### src/rtl/da_pkg.sv
// Shared types and sizing helpers for the distributed-arithmetic convolution block.
package da_pkg;
  typedef enum logic [1:0] {IDLE = 2'd0, RUN = 2'd1, DONE = 2'd2} state_t;

  localparam int LUT_W = 8;

  function automatic int acc_w(input int data_w);
    return data_w + LUT_W;
  endfunction
endpackage

### src/rtl/lut_mul.sv
// Bit-plane weight sum: adds WEIGHT_k for every tap whose plane bit is set.
// Built as a 4-tap and a 3-tap constant table whose outputs are summed.
module lut_mul
  import da_pkg::*;
#(
  parameter int               KERNEL_H = 7,
  parameter logic signed [4:0] WEIGHT_0 = 5'sd1,
  parameter logic signed [4:0] WEIGHT_1 = -5'sd2,
  parameter logic signed [4:0] WEIGHT_2 = 5'sd3,
  parameter logic signed [4:0] WEIGHT_3 = -5'sd4,
  parameter logic signed [4:0] WEIGHT_4 = 5'sd5,
  parameter logic signed [4:0] WEIGHT_5 = -5'sd6,
  parameter logic signed [4:0] WEIGHT_6 = 5'sd7
) (
  input  logic [KERNEL_H-1:0]      d,
  output logic signed [LUT_W-1:0] sum
);

  function automatic logic signed [LUT_W-1:0] lut_lo(input logic [3:0] b);
    logic signed [LUT_W-1:0] s;
    s = '0;
    if (b[0]) s = s + LUT_W'(WEIGHT_0);
    if (b[1]) s = s + LUT_W'(WEIGHT_1);
    if (b[2]) s = s + LUT_W'(WEIGHT_2);
    if (b[3]) s = s + LUT_W'(WEIGHT_3);
    return s;
  endfunction

  function automatic logic signed [LUT_W-1:0] lut_hi(input logic [2:0] b);
    logic signed [LUT_W-1:0] s;
    s = '0;
    if (b[0]) s = s + LUT_W'(WEIGHT_4);
    if (b[1]) s = s + LUT_W'(WEIGHT_5);
    if (b[2]) s = s + LUT_W'(WEIGHT_6);
    return s;
  endfunction

  always_comb begin
    sum = lut_lo(d[3:0]) + lut_hi(d[6:4]);
  end

endmodule

### src/rtl/da_conv_seq.sv
// Bit-serial 7-tap dot product: one sample bit-plane per cycle, MSB (sign) plane first,
// accumulated with shift-and-add into an exact-width accumulator.
module da_conv_seq
  import da_pkg::*;
#(
  parameter int               DATA_W   = 8,
  parameter int               KERNEL_H = 7,
  parameter logic signed [4:0] WEIGHT_0 = 5'sd1,
  parameter logic signed [4:0] WEIGHT_1 = -5'sd2,
  parameter logic signed [4:0] WEIGHT_2 = 5'sd3,
  parameter logic signed [4:0] WEIGHT_3 = -5'sd4,
  parameter logic signed [4:0] WEIGHT_4 = 5'sd5,
  parameter logic signed [4:0] WEIGHT_5 = -5'sd6,
  parameter logic signed [4:0] WEIGHT_6 = 5'sd7
) (
  input  logic                         clk,
  input  logic                         rst_n,
  input  logic                         in_valid,
  output logic                         in_ready,
  input  logic [KERNEL_H*DATA_W-1:0]   in_data,
  output logic                         out_valid,
  input  logic                         out_ready,
  output logic signed [DATA_W+7:0]     out_data,
  output logic                         busy
);

  localparam int ACC_W = acc_w(DATA_W);
  localparam int CNT_W = $clog2(DATA_W);
  localparam logic [CNT_W-1:0] MSB_IDX = CNT_W'(DATA_W - 1);

  state_t                        state, state_next;
  logic [CNT_W-1:0]              cnt;
  logic signed [ACC_W-1:0]       acc;
  logic [KERNEL_H*DATA_W-1:0]    samples;
  logic [KERNEL_H-1:0]           plane;
  logic signed [LUT_W-1:0]       lut_sum;
  logic signed [ACC_W-1:0]       p;
  logic                          accept;

  always_comb begin
    plane = '0;
    for (int k = 0; k < KERNEL_H; k++) begin
      plane[k] = samples[k*DATA_W + int'(cnt)];
    end
  end

  lut_mul #(
    .KERNEL_H (KERNEL_H),
    .WEIGHT_0 (WEIGHT_0),
    .WEIGHT_1 (WEIGHT_1),
    .WEIGHT_2 (WEIGHT_2),
    .WEIGHT_3 (WEIGHT_3),
    .WEIGHT_4 (WEIGHT_4),
    .WEIGHT_5 (WEIGHT_5),
    .WEIGHT_6 (WEIGHT_6)
  ) u_lut_mul (
    .d   (plane),
    .sum (lut_sum)
  );

  assign p = ACC_W'(lut_sum);

  always_comb begin
    state_next = state;
    in_ready   = (state == IDLE) && rst_n;
    out_valid  = (state == DONE);
    busy       = (state == RUN) || (state == DONE);
    out_data   = '0;
    accept     = in_valid && in_ready;
    case (state)
      IDLE: if (accept) state_next = RUN;
      RUN:  if (cnt == '0) state_next = DONE;
      DONE: begin
        out_data = acc;
        if (out_ready) state_next = IDLE;
      end
      default: state_next = IDLE;
    endcase
  end

  always_ff @(posedge clk) begin
    if (!rst_n) begin
      state   <= IDLE;
      acc     <= '0;
      cnt     <= '0;
      samples <= '0;
    end else begin
      state <= state_next;
      case (state)
        IDLE: begin
          if (accept) begin
            samples <= in_data;
            acc     <= '0;
            cnt     <= MSB_IDX;
          end
        end
        RUN: begin
          // The sign plane carries weight -2^(DATA_W-1), so it enters negated.
          if (cnt == MSB_IDX) acc <= -p;
          else                acc <= (acc <<< 1) + p;
          if (cnt != '0) cnt <= cnt - 1'b1;
        end
        default: ;
      endcase
    end
  end

endmodule

### config.mk
export PLATFORM = sky130hd
export DESIGN_NAME = da_conv_seq
export DESIGN_NICKNAME = d
export VERILOG_FILES = /design/src/rtl/da_pkg.sv /design/src/rtl/lut_mul.sv /design/src/rtl/da_conv_seq.sv
export SDC_FILE = /design/constraint.sdc
export NUM_CORES = 1
export LEC_CHECK = 0
export CORE_ASPECT_RATIO = 2
export CORE_MARGIN = 8
export CORE_UTILIZATION = 36
export CTS_BUF_LIST = sky130_fd_sc_hd__clkbuf_8
export DETAILED_ROUTE_END_ITERATION = 10
export GPL_ROUTABILITY_DRIVEN = 0
export SLEW_MARGIN = 25
export SYNTH_ARGS = -nofsm -noshare
export SYNTH_HDL_FRONTEND = slang
export SYNTH_HIERARCHICAL = 1
export SYNTH_SLANG_ARGS = --single-unit
### constraint.sdc
create_clock -name clk -period 8.28 [get_ports clk]
set_input_delay 1.242 -clock clk [delete_from_list [all_inputs] [get_ports clk]]
set_output_delay 1.242 -clock clk [all_outputs]
set_load 0.05 [all_outputs]
# --- After elaboration in Yosys (flattened, before gate mapping) ---
# Cells that the tools add are included.
# W data, S select, Z words.
word_totals:
  inputBits: 60
  wordCells: 82
  regBits: 77
  out_inout_bits: 19
classes:
  order_cmp: 7
  addsub: 15
  n_eq_ne: 7
  mux: 38
  reduce_logical: 11
ops:
  columns: ["operator", "count"]
  rows:
  - ["$mux W16", 3]
  - ["$mux W8", 5]
  - ["$bmux W1 S6", 6]
  - ["$pmux W16 S2", 1]
  - ["$add A6 B3 Y7 const A", 3]
  - ["$lt A7 B7 Y1 const B", 3]
  - ["$add A16 B8 Y16", 1]
  - ["$add A8 B3 Y8 const B", 2]
  - ["$neg A8 Y16", 1]
  - ["$lt A6 B7 Y1 const B", 2]
  - ["$mux W1", 14]
  - ["$add A5 B3 Y6 const A", 2]
  - ["$mux W3", 3]
  - ["$add A8 B4 Y8 const B", 1]
  - ["$add A8 B8 Y8", 1]
  - ["$lt A3 B7 Y1 const B", 1]
  - ["$lt A5 B7 Y1 const B", 1]
  - ["$mux W2", 3]
  - ["$ne A2 B1 Y1 const B", 3]
  - ["$pmux W2 S3", 1]
  - ["$pmux W3 S2", 1]
  - ["$reduce_and A3 Y1", 2]
  - ["$add A4 B3 Y5 const A", 1]
  - ["$add A4 B4 Y5 const B", 1]
  - ["other kinds (14)", 16]

# --- Logic depth before layout (Yosys ltp) ---
# Gate-level depths: netlist (run 1).
depth:
  ltp_word: 13
  mapped_depth: 23

# --- Modules after synthesis ---
# The synthesis (run 1) kept the hierarchy.
by_module_without_submodules:
  columns: ["module", "n_inst", "cells_each", "seq_area_each_um2", "area_each_um2"]
  rows:
  - ["da_conv_seq", 1, 533, 1541.5, 4254.1]
  - ["lut_mul", 1, 78, 0.0, 559.3]

# --- Least setup slack after synthesis (run 1) ---
# OpenSTA, ideal clock, no wires.
synth_path:
  path_type: "reg2reg"
  startpoint: "register cnt[0]"
  endpoint: "register acc[11]"
  arrival_ns: 4.807
  n_path_buf: 2
  period_less_slack_ns: 4.922
  setup_time_ns: 0.115
  path_stages_with_launch: 22
  path_slack_ns: 3.358
  path_cell_list: "dfxtp_1 buf_2 buf_2 mux4_2 nand2_1 nand2_1 inv_1 ha_1 o21ai_1 inv_1 fa_1 nor2b_1 o21ai_1 a2111o_1 o311ai_1 ha_1 and3_1 a221oi_4 o21ai_1 a211oi_1 o21ai_1 a31o_1"
synth_between:
  elab_cells_between_ends: 44
synth_rtl:
  columns: ["item", "line", "text"]
  rows:
  - ["start: declaration", "da_conv_seq.sv:32", "logic [CNT_W-1:0] cnt;"]
  - ["start signal: assignment", "da_conv_seq.sv:101", "if (cnt != '0) cnt <= cnt - 1'b1;"]
  - ["$add A6 B3 Y7 *", "da_conv_seq.sv:43", "plane[k] = samples[k*DATA_W + int'(cnt)];"]
  - ["$bmux W1 S6 *", "da_conv_seq.sv:43", null]
  - ["$mux W1 (implied by the code) * (2 in a row)", "da_conv_seq.sv:43", null]
  - ["named net plane[5]", "da_conv_seq.sv:35", "logic [KERNEL_H-1:0] plane;"]
  - ["$mux W8 *", "lut_mul.sv:33", "if (b[1]) s = s + LUT_W'(WEIGHT_5);"]
  - ["$add A8 B4 Y8", "lut_mul.sv:34", "if (b[2]) s = s + LUT_W'(WEIGHT_6);"]
  - ["$mux W8 *", "lut_mul.sv:34", null]
  - ["$add A8 B8 Y8 *", "lut_mul.sv:39", "sum = lut_lo(d[3:0]) + lut_hi(d[6:4]);"]
  - ["named net lut_sum[6]", "da_conv_seq.sv:36", "logic signed [LUT_W-1:0] lut_sum;"]
  - ["$add A16 B8 Y16 or $neg A8 Y16 (tied branches)", "da_conv_seq.sv:100, da_conv_seq.sv:99", null]
  - ["$mux W16 *", "da_conv_seq.sv:99", "if (cnt == MSB_IDX) acc <= -p;"]
  - ["$pmux W16 S2 *", "da_conv_seq.sv:89", "case (state)"]
  - ["end signal: assignment", "da_conv_seq.sv:99", null]
  - ["end signal: assignment", "da_conv_seq.sv:100", "else acc <= (acc <<< 1) + p;"]
  - ["end: declaration", "da_conv_seq.sv:33", "logic signed [ACC_W-1:0] acc;"]
# The timed path passes the listed nets; every way through them passes the cells marked *. The select of a mux whose other input is x is not followed.
# A chain may end at the register's enable or synchronous reset.

# --- Worst setup path in the final report (run 1) ---
layout_path:
  startpoint: "register cnt[1]"
  endpoint: "register acc[11]"
# The elaborated chain is that of the path after synthesis.

==> run summary, run 1 <==
The transition time of the tightest slew-check pin is 932 ps. Total leakage power: 2.61 nW. Clock-pin slew was measured on the worst setup and hold paths at 90 ps. The relative slew slack is 37.9%. The via count of the first global-routing pass was 4273; the combined global-route utilization of all metal layers was 14.1%. Synthesis produced 611 cells. The worst hold path begins at samples[55]$_SDFFE_PN0P_.

The HPWL reported at the end of detailed placement was 8.81 mm; the warning count from the yosys run was 6. The logs give 0 for the initial antenna violation count and 0.254 mV for the largest voltage drop on the vdd net. The relative area change from synthesis to final layout works out to 22.2%.

The share of the Yosys chip area taken by registers is 32.0%. In this run the remaining antenna-violating nets after routing total 0. The number of vias per cell was 5.19. The post-route cell area was 5880 um^2; the total congestion overflow was 0. TritonCTS created 9 clock buffers. On the critical path the largest part of the delay comes from compound AO/OA/AOI/OAI gates. The worst register-to-register path ends at acc[11]$_SDFFE_PN0P_. The number of buffers on the longest clock path is 2. STA classifies the critical path startpoint as a flip-flop. The setup check on the worst reg-to-reg path leaves a slack of 3100 ps.

In the routed design, unresolved DRC markers number 0. The synthesized design devotes to its leading area cell type 32.0% of total area. The flow ran to the end, and the final reports show no timing, DRC or antenna violations. Synthesized cell area: 4810 um^2. The largest total area in the synthesized netlist belongs to sky130_fd_sc_hd__dfxtp_1.

Cells with a size suffix above 1 make up 7.53% of the layout. Across the run, the number of max-cap violations was 0. For this run, the leading register cell type out of synthesis is sky130_fd_sc_hd__dfxtp_1.

The instance count after placement with tap cells included is 816. The worst hold-check slack is 455 ps. For this run, the top clock speed supported by timing is 193 MHz. Post-route fraction of the period consumed by the critical path: 62.5%.

The endpoint type of the worst setup path is a flip-flop. The tools report the worst hold endpoint as samples[55]$_SDFFE_PN0P_. Setup repair after global routing left no endpoint under its margin. The cell at the slowest stage of the critical path was sky130_fd_sc_hd__dfxtp_1.

After filler insertion, the fill cell instance count of the layout stands at 1376. Counting flops with a built-in enable in the synthesized netlist gives 0. The total negative slack was 0 ps. Across all layers, the routed design uses 4317 vias. The cell that appears most often on the critical path is sky130_fd_sc_hd__o21ai_1.

The logs give 2.69 mW for the post-route total power and 771 for the post-layout net count. The run gives 0 as the buffers inserted during post-CTS setup optimization. The share of flip-flops with an asynchronous set or reset was 0%.

In this run the worst hold path is classified as reg -> reg. After detailed routing, the average wire length per cell comes to 14.8 um. After layout, the worst setup slack is 3100 ps. The signal on the critical path passes through mux4_2 > nand2_1 > nand2_1 > inv_1 > ha_1 > o21ai_1 > inv_1 > fa_1 > nor2b_1 > o21ai_1 > a2111o_1 > o311ai_1 > ha_1 > and3_1 > a221oi_4 > o21ai_1 > a211oi_1 > o21ai_1 > a31o_1.

The first routing iteration left 202 violations. In this run, post-CTS repair resized a total of 0 instances. The tree built by TritonCTS fans out to 77 sinks. Counting instances, the worst hold path has a depth of 2. The critical path contains buffers and inverters numbering 2 combined.

The cell area power density is 457 nW/um^2. Averaged over all synthesized cells, the footprint is 7.88 um^2. The die is 97.8 um wide. Clock tree synthesis selected as its root buffer the cell sky130_fd_sc_hd__clkbuf_8. Buffers placed on the I/O ports in this run total 78. TritonCTS built the clock tree. The floorplan step defined a die boundary enclosing 17600 um^2. The worst register-to-register path begins at cnt[1]$_SDFFE_PN0P_.

The number of standard cells in the final layout excluding fillers was 832; the total detailed-routing wirelength was 12.3 mm. The final setup skew is 10.0 ps. For this run, the share of the core covered by cells in the final layout is 44.3%.

0 antenna diodes ended up in the layout. For this run, the detailed router's first-pass iteration total came to 5. Prior to clock tree synthesis, the placed netlist has a worst setup slack of 3060 ps. When the netlist entered floorplanning its net count stood at 710. Data on the critical path is required at its endpoint by 8550 ps. The run gives 0 as the final count of pins violating max slew.

Start-to-end type of the worst setup path: reg -> reg. For the worst setup path, the data arrival time is 5440 ps. For the global-route wire length before repair, the log shows 20.5 mm. Setup violations remaining at the end of the flow were counted as 0. The tools report the number of rows created at floorplan as 60. The clock period minus final worst setup slack was 5180 ps. Yosys attributes the largest share of cell area to sky130_fd_sc_hd__dfxtp_1 (32%), sky130_fd_sc_hd__nand2_1 (12%), sky130_fd_sc_hd__ha_1 (9.6%). Starting density of the core: 36.2%. Number of H-tree branching levels: 3. Buffers inserted to repair hold after CTS numbered 0.

The cell depth of the worst flop-to-flop path works out to 19. The height of the chip came out at 180 um. Of all nets on the critical path, the largest fanout is 17. The core footprint is 13300 um^2, and the number of flip-flops and latches in the synthesized netlist is 77. The largest net degree at the start of global routing was 68. The I/O pin count was 79; the number of endpoints with negative hold slack in the final report was 0.

Count of different cell masters after synthesis: 59. In this design, the stage delay of the slowest critical-path cell is 820 ps. The clock latency of the later-clocked register in the worst-skew pair was 360 ps; the cell area reported after detailed placement was 5700 um^2.
[tightest hold or removal path, stage by stage, from the launching register on]
cell and delay (ps):
sky130_fd_sc_hd__dfxtp_1 320, sky130_fd_sc_hd__nand3_1 60, sky130_fd_sc_hd__nand2_1 40
[cell families (layout without fill, tap and decap cells)]
kind of cell,Yosys count,in the layout,synth area share (%)
muxes,16,16,7.07
and+or+nand+nor,297,297,27.2
DFF,77,77,32.0
AOI/OAI and AO/OA,101,101,14.5
adders and majority gates,39,39,10.4
xor gates and xnor gates,22,22,4.00
buffers and inverters,59,125,4.76
[area by class of cell]
type / count / area (um^2) / share of cell area (%)
clock inverters: 6 / 46.3 / 0.787
well taps: 155 / 194 / 3.30
inverters: 25 / 93.8 / 1.60
repair buffers: 84 / 821 / 14.0
flip-flops and latches: 77 / 1540 / 26.2
clock buffers: 10 / 138 / 2.34
multi-input cells: 475 / 3050 / 51.8
[flip-flops by register name, indices dropped and copies added, names as in the netlist]
register	flops
cnt	3
state	2
samples	56
acc	16
[Yosys cell counts (2+ instances only)]
cell	number
sky130_fd_sc_hd__a2111oi_0	2
sky130_fd_sc_hd__a211oi_1	2
sky130_fd_sc_hd__a21o_1	9
sky130_fd_sc_hd__a21oi_1	30
sky130_fd_sc_hd__a221oi_1	3
sky130_fd_sc_hd__a22oi_1	7
sky130_fd_sc_hd__a31o_1	2
sky130_fd_sc_hd__a32oi_1	2
sky130_fd_sc_hd__and2_1	19
sky130_fd_sc_hd__and3_1	3
sky130_fd_sc_hd__buf_1	5
sky130_fd_sc_hd__buf_2	6
sky130_fd_sc_hd__clkbuf_1	23
sky130_fd_sc_hd__clkinv_1	2
sky130_fd_sc_hd__dfxtp_1	77
sky130_fd_sc_hd__fa_1	2
sky130_fd_sc_hd__ha_1	37
sky130_fd_sc_hd__inv_1	22
sky130_fd_sc_hd__mux4_2	14
sky130_fd_sc_hd__nand2_1	160
sky130_fd_sc_hd__nand2b_1	2
sky130_fd_sc_hd__nand3_1	66
sky130_fd_sc_hd__nand4_1	2
sky130_fd_sc_hd__nor2_1	32
sky130_fd_sc_hd__nor2b_1	3
sky130_fd_sc_hd__nor3_1	2
sky130_fd_sc_hd__o21a_1	2
sky130_fd_sc_hd__o21ai_0	12
sky130_fd_sc_hd__o21ai_1	6
sky130_fd_sc_hd__o22ai_1	6
sky130_fd_sc_hd__o311ai_1	2
sky130_fd_sc_hd__o31ai_1	2
sky130_fd_sc_hd__xnor2_1	15
sky130_fd_sc_hd__xor2_1	7
[worst max-delay path by stage]
stage                              startpoint              endpoint  cells past startpoint
final                     cnt[1]$_SDFFE_PN0P_  acc[11]$_SDFFE_PN0P_                     19
after CTS                 cnt[1]$_SDFFE_PN0P_  acc[11]$_SDFFE_PN0P_                     19
after global placement    cnt[1]$_SDFFE_PN0P_  acc[11]$_SDFFE_PN0P_                     19
after global routing      cnt[1]$_SDFFE_PN0P_  acc[13]$_SDFFE_PN0P_                     19
after detailed placement  cnt[1]$_SDFFE_PN0P_  acc[11]$_SDFFE_PN0P_                     19
after floorplan           cnt[0]$_SDFFE_PN0P_  acc[11]$_SDFFE_PN0P_                     21
[per-layer routing]
layer	wire (um)	global-route usage, %	vias to the layer above
met5	0	0	-
met4	201	4.78	0
met3	524	3.25	13
met2	5730	22.7	96
met1	5820	17.8	1977
li1	-	-	2231
[report_power, final]
group | switching [mW] | leakage, nW | total (mW) | internal [mW]
logic | 1.10 | 1.89 | 1.89 | 0.790
registers | 0.0709 | 0.632 | 0.530 | 0.459
clock network | 0.149 | 0.0889 | 0.268 | 0.118
[cells in the final DEF, fill, tap and decap left out, types with 3 or more instances in the layout]
cell                              netlist  routed
sky130_fd_sc_hd__buf_4                  0       6
sky130_fd_sc_hd__nor2_1                32      32
sky130_fd_sc_hd__inv_1                 22      22
sky130_fd_sc_hd__mux4_2                14      14
sky130_fd_sc_hd__o21ai_0               12      12
sky130_fd_sc_hd__a21o_1                 9       9
sky130_fd_sc_hd__nor2b_1                3       3
sky130_fd_sc_hd__nand2_1              160     160
sky130_fd_sc_hd__clkdlybuf4s50_1        0      77
sky130_fd_sc_hd__xor2_1                 7       7
sky130_fd_sc_hd__a221oi_1               3       3
sky130_fd_sc_hd__clkbuf_8               0      10
sky130_fd_sc_hd__ha_1                  37      37
sky130_fd_sc_hd__xnor2_1               15      15
sky130_fd_sc_hd__nand3_1               66      65
sky130_fd_sc_hd__dfxtp_1               77      77
sky130_fd_sc_hd__a21oi_1               30      30
sky130_fd_sc_hd__o21ai_1                6       6
sky130_fd_sc_hd__a22oi_1                7       7
sky130_fd_sc_hd__and2_1                19      19
sky130_fd_sc_hd__o22ai_1                6       6
No activity file was read; power rests on OpenSTA's default activity.
==> run 2, diff against run 1 <==
clock period = 5.25 ns   (was 8.28 ns; I/O delays follow)
==> run summary, run 2 (same netlist as run 1, synthesis figures left out) <==
The relative slew slack is 54.3% (+16 points), and the net switching component of the power is 2.09 mW (+58%). The number of rows created at floorplan was 60 (unchanged); the endpoint arrival time on the critical path was 5080 ps (-360 ps). The via count of the first global-routing pass is 4353 (+1.9%), and the fraction of layout cells with a size suffix above 1 is 8.80% (+1.3 points).

The share of power burned in the clock network came out at 9.3% (-0.7 points). In the layout the commonest cells are sky130_fd_sc_hd__nand2_1 (159), sky130_fd_sc_hd__dfxtp_1 (77), sky130_fd_sc_hd__clkdlybuf4s50_1 (77). The total clock buffers created by CTS is 9 (unchanged).

The tools report the post-route cell area as 5930 um^2 (+0.81%). The met1 routing resource usage after global routing is 18.0% (+0.14 points), and the met3 layer usage reported by global route is 3.21% (-0.039 points). The combined global-route utilization of all metal layers was 14.2% (+0.17 points); the starting density of the core was 36.2% (unchanged).

The instance count along the most critical hold path was 2 (unchanged). The final count of pins violating max slew is 0 (unchanged). The logs give 7.56 ps (-2.46 ps) for the final setup skew and 0 (unchanged) for the initial antenna violation count. In the final layout, the registers with the most flip-flops are samples x56, acc x16, cnt x3.

The count of hold-fix buffers inserted at cts is 0 (unchanged), and the number of buffers on the longest clock path is 2 (unchanged). Kind of start point of the critical path: a flip-flop. The worst-case setup margin in the final layout is 419 ps (-2690 ps), and the total negative slack is 0 ps (unchanged). The number of flip-flops in the largest register is 56 (unchanged). The root buffer cell chosen for the clock tree is sky130_fd_sc_hd__clkbuf_8. Height of the chip: 180 um (unchanged). For the worst setup timing slack at the placement stage, the log shows 258 ps (-2800 ps). For the I/O pin count, the log shows 79 (unchanged). The endpoint type of the worst setup path is a flip-flop. Number of antenna repair diodes: 0 (unchanged). The violation count after the first detailed-route iteration came out at 218 (+7.9%). The total of buffers placed on input and output ports is 78 (unchanged), and the total vias in the final route is 4262 (-1.3%).

The core footprint was 13300 um^2 (unchanged); the largest voltage drop on the vdd net was 0.410 mV (+61%). The average wire per standard cell came out at 14.6 um (-1.3%). The register clock-pin slew on the reported worst setup and hold paths works out to 80 ps (about the same).

The post-route fraction of the period consumed by the critical path was 92.0% (+30 points). The start-to-end type of the worst setup path is reg -> reg. TritonCTS built the clock tree.

The cell area power density was 722 nW/um^2 (+58%). The relative area change from synthesis to final layout is 23.2%, and the number of H-tree branching levels is 3 (unchanged). Clock period minus final worst setup slack: 4830 ps (-344 ps).

The flow ran to the end, and the final reports show no timing, DRC or antenna violations. The transition time of the tightest slew-check pin is 685 ps (-246 ps). The share of total power consumed by net switching works out to 48.8% (-0.40 points). The number of endpoints with negative hold slack in the final report came out at 0 (unchanged). The global-route wire length before repair came out at 20.8 mm (+1.4%). The logs give 8.86 mm (+0.48%) for the HPWL reported at the end of detailed placement and 0 (unchanged) for the final setup violation count. The total of max-cap violations was 0 (unchanged). The remaining number of nets flagged by the antenna check after routing is 0 (unchanged). Setup repair after global routing left no endpoint under its margin. The class of the tightest hold or removal check is reg -> reg. The run gives 5750 um^2 (+0.88%) as the cell area reported after detailed placement.

The highest clock frequency the design can meet was 207 MHz (+7.1%); the largest fanout of any net on the critical path was 16 (-1). The run gives 777 (+0.78%) as the post-layout net count. For the total leakage power, the log shows 2.65 nW (+1.4%). The run gives 67 (-1.5%) as the largest net degree at the start of global routing. The run gives 44.6% (+0.36 points) as the fraction of the core area covered by cells at the end of the flow. The residual DRC count was 0 (unchanged).

The critical path data required time was 5500 ps (-3050 ps). Most frequent standard cell in the layout excluding fill and tap cells: sky130_fd_sc_hd__nand2_1. The number of detailed-route iterations in the first pass is 4 (-1).

The total congestion overflow was 0 (unchanged). The number of clock sinks seen by CTS was 77 (unchanged); the total detailed-routing wirelength was 12.2 mm (-0.68%). The die boundary width is 97.8 um (unchanged).

The sequential cell fraction of total power is 19.0% (-0.7 points), and the number of vias per cell is 5.09 (-1.9%). The share of power burned in combinational logic came out at 71.7% (+1.3 points). Ranked by flip-flop count, first place goes to samples. The global routing stage identified its most utilized layer as met2. Area of the die: 17600 um^2 (unchanged). The design internal power is 2.19 mW (+60%), and the cell depth of the worst flop-to-flop path is 20 (+1). The tools report the clock latency of the later-clocked register in the worst-skew pair as 350 ps (about the same). For the global-route track usage on met2, the log shows 22.8% (+0.055 points).
## run 2: cell count changes in the layout (fill, tap and decap cells not counted), sizes merged
cell,previous run,this run
clkinvlp,2,1
clkinv,5,6
buf,7,13
clkbuf,10,9
## run 2: power groups by stage
stage	clock (mW)	combinational, mW	sequential [mW]
floorplan	0	2.41	0.791
global placement	0	2.97	0.826
detailed placement	0	3.00	0.828
CTS	0.413	3.02	0.816
global route	0.442	3.50	0.835
finish	0.398	3.07	0.816
## run 2: layer usage
layer | share of wire (%) | routed length, um
met5 | 0 | 0
met3 | 4.6 | 564
met2 | 48 | 5800
met1 | 46 | 5640
met4 | 1.6 | 189
## run 2: cell type report
class	count	area [um^2]
repair buffers	90	878
well taps	155	194
clock inverters	6	40.0
flip-flops and latches	77	1540
fillers	1334	7360
multi-input cells	475	3060
inverters	25	93.8
clock buffers	9	124
## run 2: path summary, 6_finish.rpt
path,start,endpoint,slack (ps)
max reg2reg,cnt[0]$_SDFFE_PN0P_,acc[11]$_SDFFE_PN0P_,420
min reg2reg,samples[2]$_SDFFE_PN0P_,samples[2]$_SDFFE_PN0P_,450
max,cnt[0]$_SDFFE_PN0P_,acc[11]$_SDFFE_PN0P_,420
min,samples[2]$_SDFFE_PN0P_,samples[2]$_SDFFE_PN0P_,450
## run 2: through the flow
step | total power [mW] | hold slack [ps] | cells
after floorplan | 3.20 | 431 | 611
after global placement | 3.80 | 439 | 821
after detailed placement | 3.83 | 441 | 821
after CTS | 4.25 | 454 | 836
after global routing | 4.78 | 475 | 837
final | 4.28 | 452 | 837
## run 2: repair_timing
action | 4_1_cts | 5_1_grt
buffers inserted | 0 | 1
endpoints found under the setup margin | 0 | 5
gates resized for setup | 0 | 5
## run 2: critical path: stages (launching register included)
cell and delay, ps:
sky130_fd_sc_hd__dfxtp_1 390, sky130_fd_sc_hd__buf_12 180, sky130_fd_sc_hd__mux4_2 500, sky130_fd_sc_hd__nand2_1 70
sky130_fd_sc_hd__nand2_1 160, sky130_fd_sc_hd__inv_2 120, sky130_fd_sc_hd__ha_1 240, sky130_fd_sc_hd__o21ai_1 180
sky130_fd_sc_hd__inv_1 90, sky130_fd_sc_hd__fa_1 450, sky130_fd_sc_hd__nor2b_1 120, sky130_fd_sc_hd__o21ai_1 90
sky130_fd_sc_hd__a2111o_1 410, sky130_fd_sc_hd__o311ai_1 160, sky130_fd_sc_hd__ha_1 350, sky130_fd_sc_hd__and3_1 210
sky130_fd_sc_hd__a221oi_4 330, sky130_fd_sc_hd__o21ai_1 100, sky130_fd_sc_hd__a211oi_1 260, sky130_fd_sc_hd__o21ai_1 80
sky130_fd_sc_hd__a31o_1 240
==> run 3, diff against run 2 <==
CTS_BUF_LIST = not set   (was sky130_fd_sc_hd__clkbuf_8)
==> run summary, run 3 (same netlist as run 1, synthesis figures left out) <==
The via count of the first global-routing pass is 4379 (+0.60%), and the number of standard cells in the final layout excluding fillers is 837 (unchanged). The master cell of the clock root buffer is sky130_fd_sc_hd__clkbuf_16. The library cell used most frequently in the layout, excluding fill and tap cells, is sky130_fd_sc_hd__nand2_1.

Clock period minus final worst setup slack: 4830 ps (-2.23 ps). The number of flip-flops in the largest register is 56 (unchanged). The final setup skew is 6.05 ps (-1.51 ps).

The tools report the HPWL reported at the end of detailed placement as 8.86 mm (unchanged). The flow ran to the end, and the final reports show no timing, DRC or antenna violations. The relative area change from synthesis to final layout is 25.3%, and the transition time of the tightest slew-check pin is 687 ps (+2.01 ps). The endpoint type of the worst setup path is a flip-flop. Setup repair after global routing left no endpoint under its margin. Start-to-end type of the worst setup path: reg -> reg. The tools report the violation count after the first detailed-route iteration as 211 (-3.2%). The starting density of the core is 36.2% (unchanged), and the remaining number of nets flagged by the antenna check after routing is 0 (unchanged). The largest net degree at the start of global routing came out at 67 (unchanged).

The combined global-route utilization of all metal layers came out at 14.3% (+0.064 points). In the layout the commonest cells are sky130_fd_sc_hd__nand2_1 (159), sky130_fd_sc_hd__dfxtp_1 (77), sky130_fd_sc_hd__clkdlybuf4s50_1 (77). The total congestion overflow is 0 (unchanged).

The tools report the number of antenna repair diodes as 0 (unchanged). Largest fanout of any net on the critical path: 16 (unchanged). The register clock-pin slew on the reported worst setup and hold paths works out to 60 ps (-20 ps). TritonCTS built the clock tree. The run gives 5480 ps (-20 ps) as the critical path data required time. For the net switching component of the power, the log shows 2.12 mW (+1.3%).

The total of buffers placed on input and output ports was 78 (unchanged). The I/O pin count is 79 (unchanged), and the total buffers and inverters traversed by the critical path is 3 (unchanged). The tools report the worst setup timing slack at the placement stage as 258 ps (unchanged). The share of power burned in combinational logic is 69.1% (-2.6 points), and the number of rows created at floorplan is 60 (unchanged).

The worst hold path terminates at samples[2]$_SDFFE_PN0P_. The worst register-to-register path begins at cnt[0]$_SDFFE_PN0P_. Post-route fraction of the period consumed by the critical path: 92.0% (about the same).

The average wire per standard cell works out to 14.6 um (+0.24%). Final count of pins violating max slew: 0 (unchanged). Number of endpoints with negative hold slack in the final report: 0 (unchanged). The relative slew slack was 54.2% (-0.13 points). Share of power burned in the clock network: 12.6% (+3.3 points).

The tools report the start point of the worst hold path as samples[2]$_SDFFE_PN0P_. The cell area power density is 740 nW/um^2 (+2.5%), and the highest clock frequency the design can meet is 207 MHz (about the same). The design internal power came out at 2.35 mW (+7.0%). The cell depth of the worst flop-to-flop path was 20 (unchanged). The logs give 2.69 nW (+1.7%) for the total leakage power and 6030 um^2 (+1.7%) for the post-route cell area. The fraction of layout cells with a size suffix above 1 is 8.80% (unchanged), and the clock latency of the later-clocked register in the worst-skew pair is 330 ps (-20 ps). The tools report the total clock buffers created by CTS as 9 (unchanged). The slowest stage of the critical path is the sky130_fd_sc_hd__mux4_2 cell. The run gives 0 (unchanged) as the final setup violation count. The register with the most flip-flops in the final layout is samples. The core footprint came out at 13300 um^2 (unchanged). The number of vias per cell is 5.15 (+1.1%), and the instance count after placement with tap cells included is 821 (unchanged). The cell seen most often among critical-path stages was sky130_fd_sc_hd__o21ai_1. For the endpoint arrival time on the critical path, the log shows 5060 ps (-20 ps).

The tools report the total negative slack as 0 ps (unchanged). The run gives 421 ps (+2.23 ps) as the worst-case setup margin in the final layout. Capture instance of the worst register-to-register path: acc[11]$_SDFFE_PN0P_. The run gives 12.2 mm (+0.24%) as the total detailed-routing wirelength. Height of the chip: 180 um (unchanged).

STA classifies the critical path startpoint as a flip-flop. The run gives 77 (unchanged) as the number of clock sinks seen by CTS. The cell area reported after detailed placement was 5750 um^2 (unchanged); the fill cell total of the finished layout was 1324 (-0.75%). The largest incremental delay on the critical path was 500 ps (about the same). The number of buffers on the longest clock path was 2 (unchanged); the instance count along the most critical hold path was 2 (unchanged).

The residual DRC count was 0 (unchanged). On the critical path the largest part of the delay comes from compound AO/OA/AOI/OAI gates. The sequential cell fraction of total power is 18.3% (-0.7 points). Walking the worst path, the cells encountered are buf_12 > mux4_2 > nand2_1 > nand2_1 > inv_2 > ha_1 > o21ai_1 > inv_1 > fa_1 > nor2b_1 > o21ai_1 > a2111o_1 > o311ai_1 > ha_1 > and3_1 > a221oi_4 > o21ai_1 > a211oi_1 > o21ai_1 > a31o_1.

The share of total power consumed by net switching is 47.4% (-1.4 points), and the die boundary width is 97.8 um (unchanged). The number of H-tree branching levels was 3 (unchanged). The tools report the number of detailed-route iterations in the first pass as 4 (unchanged). In the final layout, the registers with the most flip-flops are samples x56, acc x16, cnt x3.

In this run the worst hold path is classified as reg -> reg. The logs give 0 (unchanged) for the initial antenna violation count and 4310 (+1.1%) for the total vias in the final route. The run gives 0 (unchanged) as the total of max-cap violations. The area of the die came out at 17600 um^2 (unchanged). The tools report the global-route wire length before repair as 20.9 mm (+0.43%). The largest voltage drop on the vdd net came out at 0.453 mV (+10%). The run gives 420 ps (about the same) as the register-to-register setup slack. The post-layout net count was 777 (unchanged).
[run 3: cell counts in the layout (fill, tap and decap cells not counted)]
No cell type changed its count.
[run 3: per-stage QoR]
stage | util, % | hold WS (ps) | power (mW)
2_1_floorplan | - | 431 | 3.20
4_1_cts | 45.3 | 451 | 4.44
3_5_place_dp | 43.3 | 441 | 3.83
6_report | 45.4 | 449 | 4.46
5_1_grt | 45.4 | 471 | 4.95
3_3_place_gp | 43.3 | 439 | 3.80
[run 3: repair_timing]
item | in CTS | in global routing
resized for setup | 0 | 5
setup buffers | 0 | 1
endpoints found under the setup margin | 0 | 5
hold buffers | 0 | 0
endpoints found under the hold margin | 0 | 0
[run 3: worst max-delay path by stage]
stage                                   start              endpoint  slack [ps]  depth (start not counted)
after floorplan           cnt[0]$_SDFFE_PN0P_  acc[11]$_SDFFE_PN0P_         330                         21
after global placement    cnt[0]$_SDFFE_PN0P_  acc[11]$_SDFFE_PN0P_         370                         20
after detailed placement  cnt[0]$_SDFFE_PN0P_  acc[11]$_SDFFE_PN0P_         260                         20
after CTS                 cnt[0]$_SDFFE_PN0P_  acc[11]$_SDFFE_PN0P_         240                         20
after global routing      cnt[0]$_SDFFE_PN0P_  acc[11]$_SDFFE_PN0P_           8                         20
final                     cnt[0]$_SDFFE_PN0P_  acc[11]$_SDFFE_PN0P_         420                         20
[run 3: tightest hold or removal path: stages, from the launching register on]
cell,delay (ps)
sky130_fd_sc_hd__dfxtp_1,300
sky130_fd_sc_hd__nand3_1,60
sky130_fd_sc_hd__nand2_1,40
[run 3: layer usage]
layer / share of wire [%] / global-route usage, % / vias to the layer above
met2: 48 / 23.0 / 91
li1: - / - / 2239
met4: 1.4 / 5.28 / 0
met1: 47 / 17.9 / 1967
met3: 4.3 / 3.56 / 13
met5: 0 / 0 / -
[run 3: power groups by stage]
stage	logic, mW	registers, mW	clock network [mW]
6_report	3.08	0.818	0.562
5_1_grt	3.50	0.836	0.608
4_1_cts	3.04	0.818	0.579
3_5_place_dp	3.00	0.828	0
3_3_place_gp	2.97	0.826	0
2_1_floorplan	2.41	0.791	0
[run 3: layout make-up]
type | instances | area (um^2) | area share (%)
multi-input combinational | 475 | 3060 | 50.7
clock buffer | 9 | 225 | 3.73
sequential | 77 | 1540 | 25.6
tap | 155 | 194 | 3.22
clock inverter | 6 | 40.0 | 0.664
inverter | 25 | 93.8 | 1.56
timing repair buffer | 90 | 878 | 14.6
==> variant 1: new RTL, config.mk and constraints of run 3 <==
Change the parameter `DATA_W` from 8 to 16.
--- a/src/rtl/da_conv_seq.sv
+++ b/src/rtl/da_conv_seq.sv
@@ -3,7 +3,7 @@
 module da_conv_seq
   import da_pkg::*;
 #(
-  parameter int               DATA_W   = 8,
+  parameter int               DATA_W   = 16,
   parameter int               KERNEL_H = 7,
   parameter logic signed [4:0] WEIGHT_0 = 5'sd1,
   parameter logic signed [4:0] WEIGHT_1 = -5'sd2,
Interface: changed (resized in_data and out_data); port bits go from 79 to 143. The function was not compared with the original's and may differ.
==> variant 1 against run 3 <==
Die area grew 59%; fmax is 6.1% lower; total power grew 120%; non-clock buffer count grew 128; cell area rose by 86%; wire length grew 110%; highest routed layer unchanged; worst setup slack worse by 310 ps; critical endpoint is now acc[23]; sequential cell count up 65; utilization grew 5.4 points; via count rose by 78%; synthesized area is 68% higher.
==> variant 1: results (changes against run 3) <==
stage	metric	value	unit	change
outcome	status	finished, final reports clean		
detailed_routing	wl_per_cell	17.5	um	+20%
clock_network	clkLatencyLatePin	430	ps	+100 ps
clock_network	path_clk_slew	60	ps	about the same
clock_network	cts_max_path_buffers	2		unchanged
timing	fin_skew	15.1	ps	+9.05 ps
clock_network	postCtsSetupRepairBufs	7		+7
detailed_routing	drt-initial-drc-count	405		+92%
grt	grt_pass1_vias	7878		+80%
grt	use_met2	0.343		+0.113
detailed_routing	drtPass1Iterations	5		+1
worst_hold_path	hold_class	register to register		
setup_path	critPathTopFamily	multiplexers		
clock_network	numCtsBuffers	17		+8
clock_network	cts_resized	18		+18
synthesis	avgSynthCellArea	8.12	sq um	+3.1%
synthesis	synth_warnings	6		unchanged
finish	drive_above_1_share	0.173		+0.0848
synthesis	syn_nets	1160		+63%
setup_path	critPathMaxFanout	7		-9
finish	final.fill_count	2146		+62%
worst_hold_path	hp-start	samples[95]		
setup_path	worstPathArrival	5450	ps	+390 ps
power	power.leakage	4.81	nW	+79%
timing	worst_pin_slew	934	ps	+247 ps
clock_network	cts_root_buffer	clkbuf_16		
grt	grt.total_usage	0.181		+0.0383
power	p_int	5.27	mW	+120%
place	port_buffers	142		+82%
place	place_ws	-52.8	ps	-310 ps
finish	fin_nets	1331		+71%
synthesis	synthTopCellsByArea	dfxtp_1, nand2_1, mux4_2		
setup_path	slowest_delay	550	ps	+50 ps
grt	grt_max_degree	88		+31%
power	peakVddDrop	0.435	mV	-3.9%
finish	reg.largest.list	samples: 112 flops, acc: 24 flops, cnt: 4 flops		
grt	grt_use_met3	0.0388		+0.00324
synthesis	synth_common_cells	nand2_1, dfxtp_1, nand3_1, clkbuf_1, ha_1		
grt	met1_usage	0.172		-0.00706
setup_path	reg2reg_depth	21		+5.0%
place	dpl.hpwl	18700	um	+110%
grt	antenna_found_initial	0		unchanged
synthesis	synth.distinct_cells	61		+3.4%
clock_network	h-tree-depth	4		+1
detailed_routing	avgViaCountPerCell	5.26		+2.1%
grt	grt_pass1_wl	39600	um	+89%
place	placed_cells	1406		+71%
worst_hold_path	holdPathStages	2		unchanged
detailed_routing	finalWirelength	25500	um	+110%
synthesis	synth_sequential_area_ratio	0.351		+0.0309
place	dpl-instance-area	0.0101	sq mm	+76%
variant 1: changes by cell type after synthesis, sizes merged, moves of 8 or more:
cell           run 3  this run
mux4              14        35
xor2               7        15
and2              19        34
nand3             66       133
nor2b              3        15
clkbuf            23        54
nand2            160       255
o21ai             19        35
ha                37        45
dfxtp             77       142
a21oi             30        39
variant 1: path summary, 6_finish.rpt:
kind	end	slack [ps]
max	acc[23]	110
min	samples[95]	450
max reg2reg	acc[23]	110
min reg2reg	samples[95]	450
variant 1: final cells by class:
type / count / area share
clock buffer: 21 / 0.0402
clock inverter: 11 / 0.0119
inverter: 28 / 0.00937
multi-input combinational: 761 / 0.465
sequential: 142 / 0.254
tap: 276 / 0.0308
timing repair buffer: 218 / 0.189
variant 1: cell families after synthesis:
| logic type | share of synthesized area |
|---|---|
| compound gates | 0.111 |
| simple gates | 0.284 |
| fa+ha+maj | 0.0745 |
| xor+xnor | 0.0325 |
| buf+inv | 0.0454 |
| flops | 0.351 |
| mux | 0.101 |
variant 1: through the flow:
stage	TNS, ps	hold slack, ps	util
finish	0	452	0.508
global route	-94.8	470	0.508
CTS	0	453	0.494
detailed placement	-104	444	0.459
global placement	0	439	0.459
floorplan	0	431	-
variant 1: metal layers:
metal / share of wire / vias up
li1: - / 3786
met1: 0.35 / 3632
met2: 0.57 / 178
met3: 0.037 / 62
met4: 0.044 / 0
met5: 0 / -
variant 1: power groups by stage:
stage / clock network (mW) / registers, mW / logic, mW
after global placement: 0 / 1.50 / 5.92
after global routing: 1.28 / 1.51 / 7.52
after detailed placement: 0 / 1.50 / 6.00
after floorplan: 0 / 1.43 / 4.01
after CTS: 1.23 / 1.48 / 6.31
final: 1.21 / 1.49 / 6.90
==> variant 2: new RTL, settings of run 3 <==
Without the edit above. Encoding of `state_t`: now one-hot (3 bits for 3 states).
--- a/src/rtl/da_pkg.sv
+++ b/src/rtl/da_pkg.sv
@@ -1,6 +1,6 @@
 // Shared types and sizing helpers for the distributed-arithmetic convolution block.
 package da_pkg;
-  typedef enum logic [1:0] {IDLE = 2'd0, RUN = 2'd1, DONE = 2'd2} state_t;
+  typedef enum logic [2:0] {IDLE = 3'b001, RUN = 3'b010, DONE = 3'b100} state_t;
 
   localparam int LUT_W = 8;
 
Function: no difference found for any inputs over 4 cycles, from zero or initial values and one cycle with rst_n low; so few cycles prove little.
==> variant 2 against run 3 <==
Sequential cell count up 1; cell area up 5.0%; synthesized area up 5.3%; wire length up 16%; synthesized cell count up 4.3%; global-route usage up 1.4 points; utilization up 0.45 points; worst setup slack worse by 150 ps.
Power is not compared: it rests on default switching activity, and its combinational part moved more than twofold at a synthesized area within 25%.
==> variant 2: results (changes against run 3) <==
stage	metric	value	unit	change
synthesis	synth_sequential_area_ratio	0.308		-0.0123
grt	grt_pass1_vias	4920		+12%
finish	fin_nets	792		+1.9%
setup_path	reg2reg_slack	270	ps	-150 ps
synthesis	yosys.area_share.xor_xnor	0.0294		-0.0107
setup_path	worstPathArrival	5210	ps	+150 ps
synthesis	synth.distinct_cells	67		+14%
synthesis	synthAdderAreaFrac	0.0893		-0.0152
detailed_routing	drt-initial-drc-count	221		+4.7%
setup_path	critPathTopFamily	simple AND/OR/NAND/NOR gates		
place	dpl-instance-area	0.00599	sq mm	+4.2%
synthesis	syn_nets	732		+3.1%
outcome	status	finished, final reports clean		
worst_hold_path	hold_end	samples[51]		
synthesis	synth_mux_area_frac	0.0837		+0.0130
finish	final_cells	891		+6.5%
worst_hold_path	hp-start	samples[51]		
finish	reg.largest.list	samples: 56 flops, acc: 16 flops		
timing	fin_crit	4980	ps	+147 ps
synthesis	synth_common_cells	nand2_1, dfxtp_1, o21ai_0, ha_1, a21oi_1		
finish	drive_above_1_share	0.0969		+0.00889
timing	fin_skew	12.2	ps	+6.16 ps
synthesis	synthTopCellsByArea	dfxtp_1, nand2_1, ha_1		
setup_path	critPathMaxFanout	18		+2
setup_path	reg2reg_depth	18		-10%
synthesis	avgSynthCellArea	7.96	sq um	+1.0%
grt	grt_use_met3	0.0338		-0.00184
place	place_ws	31.8	ps	-226 ps
place	placed_cells	873		+6.3%
grt	use_met2	0.294		+0.0642
timing	holdWs	458	ps	+9.63 ps
detailed_routing	avgViaCountPerCell	5.39		+4.6%
detailed_routing	wl_per_cell	15.9	um	+8.9%
grt	grt_max_degree	121		+81%
==> variant 2: cell type report <==
class	instances	area [sq um]
fill	1382	7480
sequential	78	1560
timing repair buffer	90	882
inverter	25	93.8
multi-input combinational	493	3260
tap	189	236
clock inverter	6	70.1
clock buffer	10	229
==> variant 2: power groups by stage <==
| stage | Clock, mW | Combinational (mW) | Sequential (mW) |
|---|---|---|---|
| 2_1_floorplan | 0 | 0.697 | 0.661 |
| 3_3_place_gp | 0 | 0.909 | 0.673 |
| 3_5_place_dp | 0 | 0.930 | 0.674 |
| 4_1_cts | 0.644 | 0.940 | 0.661 |
| 5_1_grt | 0.673 | 1.07 | 0.666 |
| 6_report | 0.631 | 0.971 | 0.661 |
==> variant 2: routing by layer <==
layer	vias up	wire (um)
met5	-	0
met2	153	7780
met1	2248	5130
li1	2364	-
met4	0	559
met3	34	698
==> variant 2: repair_timing <==
item / CTS / global route
hold buffers: 0 / 0
resized for setup: 1 / 4
endpoints found under the setup margin: 1 / 6
setup buffers: 0 / 2
pin swaps: 0 / 3
